File: config.mk
export PLATFORM = sky130hd
export DESIGN_NAME = load_store_unit
export DESIGN_NICKNAME = d
export VERILOG_FILES = /design/src/rtl/lsu_pkg.sv /design/src/rtl/lsu_align.sv /design/src/rtl/load_store_unit.sv
export SDC_FILE = /design/constraint.sdc
export NUM_CORES = 1
export LEC_CHECK = 0
export ABC_AREA = 1
export CORE_MARGIN = 2
export CORE_UTILIZATION = 45
export CTS_CLUSTER_SIZE = 10
export DETAILED_ROUTE_END_ITERATION = 10
export GPL_TIMING_DRIVEN = 0
export PLACE_DENSITY_LB_ADDON = 0.12
export REMOVE_ABC_BUFFERS = 1
export SLEW_MARGIN = 20
export SYNTH_ARGS = -nofsm -noshare
export SYNTH_HDL_FRONTEND = slang
export SYNTH_SLANG_ARGS = --single-unit
File: constraint.sdc
create_clock -name clk -period 4 [get_ports clk]
set_input_delay 0.8 -clock clk [delete_from_list [all_inputs] [get_ports clk]]
set_output_delay 0.8 -clock clk [all_outputs]
set_load 0.05 [all_outputs]
File: src/rtl/lsu_pkg.sv
// Shared types and constants for the load/store unit: MIPS sub-word opcodes,
// FSM state encoding and big-endian byte offsets.
package lsu_pkg;

   typedef enum logic [3:0] {
      OP_LB  = 4'b0000,
      OP_LH  = 4'b0001,
      OP_LW  = 4'b0011,
      OP_LBU = 4'b0100,
      OP_LHU = 4'b0101,
      OP_SB  = 4'b1000,
      OP_SH  = 4'b1001,
      OP_SW  = 4'b1011
   } mem_op_t;

   typedef enum logic [2:0] {
      ST_IDLE,
      ST_RD,
      ST_CAP,
      ST_WR,
      ST_DONE
   } lsu_state_t;

   // Big-endian: offset 0 is the most significant byte of the word
   localparam logic [1:0] OFFS_BYTE0 = 2'd0;
   localparam logic [1:0] OFFS_BYTE1 = 2'd1;
   localparam logic [1:0] OFFS_BYTE2 = 2'd2;
   localparam logic [1:0] OFFS_BYTE3 = 2'd3;

endpackage

File: src/rtl/lsu_align.sv
// Combinational sub-word steering: load extraction/extension, store merge
// into a read word, and detection of illegal or misaligned requests.
module lsu_align
   import lsu_pkg::*;
(
   input  logic [3:0]  op,
   input  logic [1:0]  addr,
   input  logic [31:0] read_data,
   input  logic [31:0] store_data,
   output logic [31:0] load_word,
   output logic [31:0] store_word,
   output logic        bad
);

   logic [7:0]  byte_val;
   logic [15:0] half_val;

   always_comb begin
      byte_val = 8'h00;
      case (addr)
         OFFS_BYTE0: byte_val = read_data[31:24];
         OFFS_BYTE1: byte_val = read_data[23:16];
         OFFS_BYTE2: byte_val = read_data[15:8];
         OFFS_BYTE3: byte_val = read_data[7:0];
         default:    byte_val = 8'h00;
      endcase
      half_val = addr[1] ? read_data[15:0] : read_data[31:16];
   end

   always_comb begin
      load_word = read_data;
      case (op)
         OP_LB:   load_word = {{24{byte_val[7]}}, byte_val};
         OP_LBU:  load_word = {24'h000000, byte_val};
         OP_LH:   load_word = {{16{half_val[15]}}, half_val};
         OP_LHU:  load_word = {16'h0000, half_val};
         default: load_word = read_data;
      endcase
   end

   // Sub-word stores overwrite only their lane of the word just read back
   always_comb begin
      store_word = read_data;
      case (op)
         OP_SB: begin
            case (addr)
               OFFS_BYTE0: store_word[31:24] = store_data[7:0];
               OFFS_BYTE1: store_word[23:16] = store_data[7:0];
               OFFS_BYTE2: store_word[15:8]  = store_data[7:0];
               OFFS_BYTE3: store_word[7:0]   = store_data[7:0];
               default:    store_word        = read_data;
            endcase
         end
         OP_SH: begin
            if (addr[1]) store_word[15:0]  = store_data[15:0];
            else         store_word[31:16] = store_data[15:0];
         end
         default: store_word = store_data;
      endcase
   end

   always_comb begin
      bad = 1'b1;
      case (op)
         OP_LB, OP_LBU, OP_SB: bad = 1'b0;
         OP_LH, OP_LHU, OP_SH: bad = addr[0];
         OP_LW, OP_SW:         bad = (addr != 2'b00);
         default:              bad = 1'b1;
      endcase
   end

endmodule

File: src/rtl/load_store_unit.sv
// Single-outstanding load/store engine between MEM-stage control and a
// word-wide data memory; sub-word stores use read-modify-write.
module load_store_unit
   import lsu_pkg::*;
#(
   parameter int ADDR_W = 32,
   parameter int DATA_W = 32
) (
   input  logic              clk,
   input  logic              reset,
   input  logic              req_valid,
   output logic              req_ready,
   input  logic [3:0]        req_op,
   input  logic [ADDR_W-1:0] req_addr,
   input  logic [DATA_W-1:0] req_wdata,
   output logic              done,
   output logic              fault,
   output logic [DATA_W-1:0] load_data,
   output logic [ADDR_W-1:0] mem_address,
   output logic [DATA_W-1:0] mem_wrData,
   output logic              mem_MemWrite,
   output logic              mem_MemRead,
   input  logic [DATA_W-1:0] mem_readData
);

   lsu_state_t        state, state_next;
   logic [3:0]        op_q;
   logic [ADDR_W-1:0] addr_q;
   logic [DATA_W-1:0] wdata_q;
   logic              fault_q;

   logic              accept;
   logic [3:0]        sel_op;
   logic [1:0]        sel_addr;
   logic [DATA_W-1:0] ext_word;
   logic [DATA_W-1:0] merged_word;
   logic              req_bad;
   logic              op_is_load;

   assign accept     = (state == ST_IDLE) && req_valid;
   assign op_is_load = ~op_q[3];

   // Fault check uses the live request at accept, the latched one afterwards
   assign sel_op   = (state == ST_IDLE) ? req_op : op_q;
   assign sel_addr = (state == ST_IDLE) ? req_addr[1:0] : addr_q[1:0];

   lsu_align u_align (
      .op         (sel_op),
      .addr       (sel_addr),
      .read_data  (mem_readData),
      .store_data (wdata_q),
      .load_word  (ext_word),
      .store_word (merged_word),
      .bad        (req_bad)
   );

   always_ff @(posedge clk) begin
      if (reset) state <= ST_IDLE;
      else       state <= state_next;
   end

   always_comb begin
      state_next = state;
      case (state)
         ST_IDLE: begin
            if (accept) begin
               if (req_bad)               state_next = ST_DONE;
               else if (req_op == OP_SW)  state_next = ST_WR;
               else                       state_next = ST_RD;
            end
         end
         ST_RD:   state_next = ST_CAP;
         ST_CAP:  state_next = op_is_load ? ST_DONE : ST_WR;
         ST_WR:   state_next = ST_DONE;
         ST_DONE: state_next = ST_IDLE;
         default: state_next = ST_IDLE;
      endcase
   end

   always_comb begin
      req_ready    = (state == ST_IDLE);
      mem_MemRead  = (state == ST_RD);
      mem_MemWrite = (state == ST_WR);
      done         = (state == ST_DONE);
      fault        = (state == ST_DONE) && fault_q;
      mem_address  = (state == ST_IDLE) ? '0 : {addr_q[ADDR_W-1:2], 2'b00};
   end

   always_ff @(posedge clk) begin
      if (reset) begin
         op_q       <= 4'h0;
         addr_q     <= '0;
         wdata_q    <= '0;
         fault_q    <= 1'b0;
         load_data  <= '0;
         mem_wrData <= '0;
      end else begin
         if (accept) begin
            op_q    <= req_op;
            addr_q  <= req_addr;
            wdata_q <= req_wdata;
            fault_q <= req_bad;
            if (!req_bad && req_op == OP_SW) mem_wrData <= req_wdata;
         end
         if (state == ST_CAP) begin
            if (op_is_load) load_data  <= ext_word;
            else            mem_wrData <= merged_word;
         end
      end
   end

endmodule

==> metrics.yaml, run 1 <==
required_ns: 3.20
grt_usage: 0.273
total_power_w: 0.00756
finClkSkew_ns: 0.00882
via_per_inst: 5.41
core_sq_um: 16500
grt_pass1_wl_um: 38800
synth_area_leaders: "dfxtp_1 36%, nand2_1 10%, a21oi_1 9.8%"
drc: 0
synthFlopType: "dfxtp_1"
cts_htree_levels: 4
critPathLaunchType: "flip-flop"
dr_total_vias: 8176
fp.dieW_um: 133
cap_violations: 0
holdCritPathClass: "reg2reg"
clk_pin_slew_ns: 0.05
arrival_ns: 2.87
path_cells: "nor2_4 -> nand2_2 -> clkinvlp_4 -> nor2_1 -> clkdlybuf4s50_1"
wl_per_cell_um: 16.3
nets: 1383
io_pins: 204
insertedDiodeCount: 0
yosysMostFrequentCell: "nand2_1"
synthCells: 1132
multi_input_area_sq_um: 3880
drt-total-wl_um: 24600
total_leakage_power_nw: 4.24
worstReg2RegStart: "state[2]"
syn_area_sq_um: 7520
drive_above_1_share: 0.0635
fillerInstances: 1524
min_to: "addr_q[27]"
vdd.ir_drop.worst_v: 0.000536
worstMarginPinSlew_ns: 1.15
worstSetupEndpointType: "output port"
port_buffers: 201
postSynthAreaPerCell_sq_um: 6.64
crit_fanout: 34
critPathKind: "reg2out"
min_period_ns: 3.67
rsz0062_at_grt: "false"
die-area_sq_um: 17800
hpwlAfterDp_um: 16200
finish.utilization: 0.627
p_per_area_nw_per_um2: 732
area_delta_synth_final_pct: 37.2
drt_iter0_markers: 795
clk_latency_ns: 0.42
ys_async_sr_fraction: 0
hold_viol_final: 0
placed_cells: 1481
fin_cells: 1512
postPlaceCellArea_sq_um: 9610
synth_top_area_cell: "dfxtp_1"
cts_tree: "yes"
status: "finished, final reports clean"
max_stage_delay_ns: 0.84
ff2ff_path_depth: 12
grt_overflow_total: 0
hold_depth: 2
finalMaxSlewViolations: 0
row_count: 47
first_global_vias: 7409
synth-seq-cells: 136
globalplace.congestion: 0.846
grt_max_degree: 68
yosysWarningCount: 0
ys_types: 36
relSlewSlack: 0.233
min-delay-start: "addr_q[27]"
ys_seq_area_frac: 0.362
antenna_found_initial: 0
fin_area_sq_um: 10300
max_freq_ghz: 0.273
seq_area_sq_um: 2720
clockRootBuffer: "clkbuf_16"
yosys.area.top_type_share: 0.362
cts_buffer_depth: 2
start_util: 0.457
cpMaxStageDelayCell: "clkdlybuf4s50_1"
period_share: 0.917
yosys-top-cells-count: "207 x nand2_1, 147 x a21oi_1, 143 x inv_1, 136 x dfxtp_1, 132 x o21ai_0"
synth_edf_count: 0
cts_num_sinks: 136
cts_hold_buf: 0
first_pass_iters: 5
r2r_slack_ns: 0.68
finalSetupViolations: 0
numCtsBuffers: 17
reg2reg_to: "mem_wrData[31]"
drtAntennaViolNets: 0
chipHeight_um: 133
[registers in the layout, summed over array words and instances, names as in the netlist]
signal,cells
mem_wrData,32
fault_q,1
state,3
wdata_q,32
load_data,32
op_q,4
addr_q,32
[per-layer routing]
metal | vias up | GRT usage | share of wire
met5 | - | 0 | 0
met4 | 0 | 0.0816 | 0.013
met3 | 28 | 0.0571 | 0.077
met2 | 307 | 0.430 | 0.45
met1 | 3781 | 0.378 | 0.46
li1 | 4060 | - | -
[how the worst max path moves through the flow]
| stage | startpoint | to | slack (ns) | depth (start not counted) |
|---|---|---|---|---|
| floorplan | req_valid | mem_wrData[14] | -0.19 | 7 |
| global placement | req_valid | mem_wrData[20] | -3.35 | 8 |
| detailed placement | req_op[2] | mem_wrData[10] | -0.17 | 12 |
| CTS | state[2] | mem_address[3] | 0.01 | 5 |
| global route | state[1] | mem_address[24] | 0.17 | 5 |
| finish | state[2] | mem_address[9] | 0.33 | 5 |
[cell type report]
class,instances,share of cell area
flip-flops and latches,136,0.264
inverters,154,0.0571
clock inverters,12,0.0239
well taps,220,0.0267
repair buffers,208,0.210
multi-input cells,763,0.376
clock buffers,19,0.0429
[power breakdown]
group	internal [W]	switching, W
combinational	0.00110	0.00282
clock	0.00125	0.000620
sequential	0.00163	0.000135
total	0.00398	0.00358
[timing repair]
item	CTS	global route
buffers inserted	0	0
endpoints found under the hold margin	0	0
endpoints found under the setup margin	0	30
gates resized for setup	0	1
[kinds of logic (layout without fill, tap and decap cells)]
| group | after synthesis | after routing | share of synthesized area |
|---|---|---|---|
| and+or+nand+nor | 384 | 384 | 0.229 |
| AOI/OAI and AO/OA | 377 | 377 | 0.281 |
| buffers and inverters | 234 | 393 | 0.127 |
| DFF | 136 | 136 | 0.362 |
| other | 1 | 2 | 0.000499 |
[layout by cell type (no fill, tap or decap), types with 3 or more instances in the layout]
master | netlist | routed
o21ai_1 | 12 | 12
clkbuf_16 | 0 | 17
nand4_1 | 22 | 22
and2_1 | 5 | 5
nor3_1 | 6 | 6
clkdlybuf4s50_1 | 0 | 200
nand3_1 | 52 | 52
a21oi_2 | 3 | 3
inv_1 | 143 | 140
o21ai_0 | 132 | 132
nor2_2 | 4 | 4
o21bai_1 | 16 | 16
nand2_1 | 207 | 207
o211ai_1 | 51 | 51
dfxtp_1 | 136 | 136
buf_12 | 0 | 5
nand2_2 | 8 | 7
nor2_4 | 4 | 8
nand2_4 | 3 | 4
bufinv_16 | 0 | 7
nor2_1 | 67 | 63
a21oi_1 | 147 | 147
inv_2 | 8 | 9
a211oi_1 | 10 | 10
[worst max-delay path, delay by kind of cell (launching register included)]
family	cells	cell delay [ns]
buffers and inverters	2	1.40
AND/OR/NAND/NOR	3	0.62
flip-flops	1	0.42
[through the flow]
| step | setup TNS [ns] | setup WS, ns | hold WS [ns] |
|---|---|---|---|
| finish | 0 | 0.332 | 0.452 |
| floorplan | -7.06 | -0.194 | 0.427 |
| detailed placement | -4.10 | -0.168 | 0.447 |
| global route | 0 | 0.168 | 0.472 |
| CTS | 0 | 0.0142 | 0.456 |
| global placement | -308.79 | -3.35 | 0.441 |
Note: power is estimated with default switching activity, not from simulation.
==> run 2, diff against run 1 <==
Settings changed: ABC_AREA 1 to 0.
==> run 2 against run 1 <==
Count of clock-buffer cells in the layout grew 3. Cell count is 20% lower. Utilization up 2.1 points. Global-route usage decreased by 0.12 points. Critical path depth down 2. First-iteration DRC count fell by 25%. Sequential share of layout area grew 2.4 points.
==> metrics.yaml, run 2 <==
status: "finished, final reports clean"  # unchanged
holdCritPathClass: "reg2reg"  # unchanged
first_pass_iters: 5  # unchanged
numCtsBuffers: 17  # unchanged
hpwlAfterDp_um: 14800  # was 16200 um
post_cts_resized: 0  # unchanged
max_freq_ghz: 0.280  # was 0.273 GHz
synth-seq-cells: 136  # unchanged
ys_async_sr_fraction: 0  # unchanged
clockRootBuffer: "clkbuf_16"  # unchanged
min_period_ns: 3.58  # was 3.67 ns
row_count: 44  # was 47
post_cts_buffers: 0  # unchanged
seqPwrFrac: 0.382  # was 0.234
drc: 0  # unchanged
grt_max_degree: 61  # was 68
fp.dieW_um: 126  # was 133 um
period_share: 0.894  # was 0.917
pwr-share-clk: 0.394  # was 0.247
vdd.ir_drop.worst_v: 0.000417  # was 0.000536 V
dr_total_vias: 6764  # was 8176
cts_tree: "yes"  # unchanged
rsz0062_at_grt: "false"  # unchanged
total_leakage_power_nw: 3.41  # was 4.24 nW
worstSetupEndpointType: "output port"  # unchanged
drtAntennaViolNets: 0  # unchanged
via_per_inst: 5.62  # was 5.41
postSynthAreaPerCell_sq_um: 7.98  # was 6.64 sq um
ys_seq_area_frac: 0.404  # was 0.362
r2r_slack_ns: 0.59  # was 0.68 ns
ys_types: 57  # was 36
finalSetupViolations: 0  # unchanged
tns_ns: 0  # unchanged
first_global_vias: 6290  # was 7409
synthCells: 844  # was 1132
cts_hold_buf: 0  # unchanged
cts_htree_levels: 4  # unchanged
cpLargestDelayFamily: "buffers and inverters"  # unchanged
cpMaxStageDelayCell: "clkdlybuf4s50_1"  # unchanged
finClkSkew_ns: 0.00614  # was 0.00882 ns
min_to: "addr_q[2]"  # was addr_q[27]
min-delay-start: "addr_q[2]"  # was addr_q[27]
worstReg2RegStart: "state[2]"  # unchanged
hold_depth: 2  # unchanged
crit_fanout: 47  # was 34
critPathKind: "reg2out"  # unchanged
core_sq_um: 14600  # was 16500 sq um
globalplace.congestion: 0.844  # was 0.846
swShare: 0.300  # was 0.474
total_power_w: 0.00393  # was 0.00756 W
grt_usage: 0.272  # was 0.273
area_delta_synth_final_pct: 40.3  # was 37.2%
insertedDiodeCount: 0  # unchanged
cts_num_sinks: 136  # unchanged
die-area_sq_um: 16000  # was 17800 sq um
yosysWarningCount: 0  # unchanged
synth_edf_count: 0  # unchanged
synth_top_area_cell: "dfxtp_1"  # unchanged
clk_pin_slew_ns: 0.06  # was 0.05 ns
drive_above_1_share: 0.0707  # was 0.0635
max_stage_delay_ns: 0.89  # was 0.84 ns
cap_violations: 0  # unchanged
grt_overflow_total: 0  # unchanged
arrival_ns: 2.78  # was 2.87 ns
grt_pass1_wl_um: 34800  # was 38800 um
yosysMostFrequentCell: "nand2_1"  # unchanged
ff2ff_path_depth: 8  # was 12
nets: 1110  # was 1383
start_util: 0.461  # was 0.457
p_int_w: 0.00275  # was 0.00398 W
port_buffers: 201  # unchanged
crit_buf_inv: 2  # unchanged
critPathLaunchType: "flip-flop"  # unchanged
final_cell_mix: "232 x nand2_1, 200 x clkdlybuf4s50_1, 136 x dfxtp_1"  # was 207 x nand2_1, 200 x clkdlybuf4s50_1, 147 x a21oi_1
reg2reg_to: "mem_wrData[16]"  # was mem_wrData[31]
final_common_cell: "nand2_1"  # unchanged
yosys.area.top_type_share: 0.404  # was 0.362
cts_buffer_depth: 2  # unchanged
relSlewSlack: 0.247  # was 0.233
syn_area_sq_um: 6730  # was 7520 sq um
drt_iter0_markers: 596  # was 795
clk_latency_ns: 0.42  # about the same
synth_area_leaders: "dfxtp_1 40%, nand2_1 13%, a21oi_1 7.1%"  # was dfxtp_1 36%, nand2_1 10%, a21oi_1 9.8%
chipHeight_um: 126  # was 133 um
hold_viol_final: 0  # unchanged
drt-total-wl_um: 21900  # was 24600 um
combPwrFrac: 0.224  # was 0.519
antenna_found_initial: 0  # unchanged
whs_ns: 0.448  # was 0.452 ns
io_pins: 204  # unchanged
path_cells: "or3_4 -> inv_2 -> clkdlybuf4s50_1"  # was nor2_4 -> nand2_2 -> clkinvlp_4 -> nor2_1 -> clkdlybuf4s50_1
finish.utilization: 0.647  # was 0.627
worstMarginPinSlew_ns: 1.13  # was 1.15 ns
yosys-top-cells-count: "233 x nand2_1, 136 x dfxtp_1, 96 x a21oi_1, 50 x clkbuf_1, 36 x o21ai_0"  # was 207 x nand2_1, 147 x a21oi_1, 143 x inv_1, 136 x dfxtp_1, 132 x o21ai_0
finalMaxSlewViolations: 0  # unchanged
required_ns: 3.20  # about the same
p_per_area_nw_per_um2: 416  # was 732 nW/um^2
synthFlopType: "dfxtp_1"  # unchanged
switching_power_w: 0.00118  # was 0.00358 W
wl_per_cell_um: 18.2  # was 16.3 um
-- run 2: changes by cell type after synthesis, moves of 24 or more --
cell / previous run / this run
nand2_1: 207 / 233
nand3_1: 52 / 19
a21boi_0: 0 / 24
o211ai_1: 51 / 5
inv_1: 143 / 3
a21oi_1: 147 / 96
o21ai_0: 132 / 36
and2_1: 5 / 33
nor2_1: 67 / 14
mux2i_1: 0 / 28
-- run 2: worst register-to-register path, stage by stage, from the launching register on --
cell and delay, ns:
dfxtp_1 0.41, or3_4 0.64, inv_2 0.41, and2_4 0.43, buf_12 0.29, nand3_2 0.42
buf_16 0.32, mux2i_1 0.13, a221oi_1 0.24
-- run 2: worst max-delay path by stage --
stage / to / start / cells past startpoint
after floorplan: mem_wrData[16] / state[2] / 6
after global placement: mem_wrData[20] / state[2] / 6
after detailed placement: mem_wrData[6] / state[2] / 7
after CTS: mem_wrData[6] / state[2] / 7
after global routing: req_ready / state[2] / 3
final: req_ready / state[2] / 3
-- run 2: per-stage QoR --
step	instances	area [sq um]	setup slack [ns]
floorplan	780	6450	-0.483
global placement	1165	8690	-2.64
detailed placement	1172	8860	0.325
CTS	1203	9440	0.296
global route	1203	9440	0.306
finish	1203	9440	0.424
-- run 2: kinds of logic (layout without fill, tap and decap cells) --
logic type             count (synthesis)  in the layout  synth area share
AND/OR/NAND/NOR                      341            341             0.230
AO/OA/AOI/OAI                        264            264             0.269
flip-flops                           136            136             0.404
buffers and inverters                 69            243            0.0442
multiplexers                          33             33            0.0517
other                                  1              2          0.000557
-- run 2: area by class of cell --
| class | instances | area, sq um |
|---|---|---|
| repair buffers | 208 | 2140 |
| well taps | 184 | 230 |
| fillers | 1286 | 5140 |
| multi-input cells | 640 | 3760 |
| inverters | 4 | 15.0 |
| clock inverters | 9 | 97.6 |
| clock buffers | 22 | 484 |
| flip-flops and latches | 136 | 2720 |
-- run 2: layer usage --
| layer | track usage | part of all wire |
|---|---|---|
| met5 | 0 | 0 |
| met4 | 0.0879 | 0.019 |
| met3 | 0.0721 | 0.084 |
| met2 | 0.426 | 0.46 |
| met1 | 0.367 | 0.44 |
-- run 2: power by group through the flow --
| stage | Combinational, W | Clock [W] | Sequential (W) |
|---|---|---|---|
| 2_1_floorplan | 0.000470 | 0 | 0.00155 |
| 3_3_place_gp | 0.000850 | 0 | 0.00152 |
| 3_5_place_dp | 0.000873 | 0 | 0.00153 |
| 4_1_cts | 0.000876 | 0.00157 | 0.00150 |
| 5_1_grt | 0.000945 | 0.00164 | 0.00151 |
| 6_report | 0.000879 | 0.00155 | 0.00150 |
==> patch (settings of run 2) <==
Reset style: asynchronous (`reset`), changed in 2 clocked blocks.
--- a/src/rtl/load_store_unit.sv
+++ b/src/rtl/load_store_unit.sv
@@ -54,7 +54,7 @@
       .bad        (req_bad)
    );
 
-   always_ff @(posedge clk) begin
+   always_ff @(posedge clk or posedge reset) begin
       if (reset) state <= ST_IDLE;
       else       state <= state_next;
    end
@@ -86,7 +86,7 @@
       mem_address  = (state == ST_IDLE) ? '0 : {addr_q[ADDR_W-1:2], 2'b00};
    end
 
-   always_ff @(posedge clk) begin
+   always_ff @(posedge clk or posedge reset) begin
       if (reset) begin
          op_q       <= 4'h0;
          addr_q     <= '0;
Function: differs if reset is asserted again (counterexample within 4 cycles, from zero or initial values and one cycle with reset high); with reset held inactive, the same outputs for 4 cycles.
==> patch against run 2 <==
Cell area rose by 6.0%; area after synthesis rose by 7.4%; global-route usage fell by 0.90 points; via count fell by 4.7%; setup slack improved by 18 ps; routed wire length fell by 0.25%; sequential cell count did not move; first-iteration DRC count fell by 4.2%; largest cell class unchanged; core utilization fell by 1.2 points; highest routed layer unchanged; die area rose by 7.2%; cell count fell by 1.8%; worst hold slack improved by 15 ps.
Power is not compared: it rests on default switching activity, and its combinational part moved more than twofold at a synthesized area within 25%.
==> patch: results (changes against run 2) <==
Synth area leaders = dfrtp_1 (47%), nand2_1 (13%), mux2i_1 (10%), and2_1 (2.8%), a221oi_1 (2.3%) (was dfxtp_1 (40%), nand2_1 (13%), a21oi_1 (7.1%), mux2i_1 (4.2%), and2_1 (3.1%))
Pin count of the biggest net entering global routing = 74 (was 61)
Area after DPL = 0.00937 mm^2 (was 0.00886 mm^2)
Post-Route Skew = 7.94 ps (was 6.14 ps)
Clock transition at path regs = 60 ps (about the same)
Layout cells sized above 1 = 7.36% (was 7.07%)
Iter 0 DRT Violations = 571 (was 596)
Wire length on met3 = 2300 um (was 1830 um)
DR WL/cell = 18.5 um (was 18.2 um)
TritonRoute pass-1 iters = 7 (was 5)
M1 wire length = 9520 um (was 9650 um)
Status = finished clean (unchanged)
Post-synthesis sequential area ratio = 47.1% (was 40.4%)
Avg Cell Area, Syn = 9.22 um^2 (was 7.98 um^2)
Via/cell ratio = 5.46 (was 5.62)
Pre-CTS WS = 345 ps (was 325 ps)
Vias in the first global route = 6219 (was 6290)
Gpl congestion = 0.877 (was 0.844)
Dpl hpwl = 14900 um (was 14800 um)
Synth cell count leaders = nand2_1 (259), dfrtp_1 (136), mux2i_1 (75) (was nand2_1 (233), dfxtp_1 (136), a21oi_1 (96))
Initial antenna violation count = 1 (was 0)
Tot GR Track Use = 26.3% (was 27.2%)
Async set-reset flop share out of synthesis = 100% (was 0%)
Met2 WL = 9620 um (was 10000 um)
Vias = 6447 (was 6764)
Cells after DPL = 1150 (was 1172)
Final setup vio count = 0 (unchanged)
Crit path max fanout = 45 (was 47)
Nets = 1056 (was 1110)
Slew @ Worst Pin = 840 ps (was 1130 ps)
CP arrival = 2760 ps (was 2780 ps)
Antenna diodes = 0 (unchanged)
Netlist cell types = 64 (was 57)
First-pass GRT wire length = 34200 um (was 34800 um)
Top_reg_cell synth = dfrtp_1 (was dfxtp_1)
## patch: report_power, final
part	total (mW)	internal [mW]	switching (mW)	leakage [nW]
Sequential	2.52	2.03	0.491	1.64
Combinational	4.87	1.71	3.16	2.71
Clock	1.74	1.11	0.630	0.307
## patch: critical path, cell delays in order, from the launching register on
cell	delay, ps
dfrtp_1	540
or3_4	700
inv_6	250
clkdlybuf4s50_1	830
## patch: area by class of cell
cell class                 instances  area (um^2)
sequential                       136         3400
clock buffer                      17          425
timing repair buffer             205         2100
inverter                           3         23.8
fill                            1401         5760
tap                              216          270
clock inverter                    14          218
multi-input combinational        590         3570
## patch: worst paths after layout
| kind | from | end | slack (ps) | cells past startpoint |
|---|---|---|---|---|
| worst max-delay path | state[1] | req_ready | 440 | 3 |
| worst min-delay path | addr_q[14] | addr_q[14] | 460 | 2 |
| worst max register to register | state[1] | mem_wrData[22] | 850 | 6 |
| worst min register to register | addr_q[14] | addr_q[14] | 460 | 2 |
| max in group asynchronous | reset | fault_q | 2470 | 3 |
| min in group asynchronous | reset | mem_wrData[22] | 810 | 2 |
## patch: cell families (layout without fill, tap and decap cells)
| kind of cell | Yosys count | count (layout) | synth area share [%] |
|---|---|---|---|
| buf+inv | 59 | 239 | 4.10 |
| compound gates | 133 | 133 | 14.7 |
| mux | 82 | 82 | 11.8 |
| other cells | 1 | 2 | 0.0519 |
| simple gates | 373 | 373 | 22.3 |
| flops | 136 | 136 | 47.1 |
## patch: per-layer routing
layer / vias to the layer above / global-route usage (%)
met1: 3081 / 36.2
met2: 283 / 38.4
met4: 0 / 8.76
met3: 30 / 9.89
met5: - / 0
li1: 3053 / -
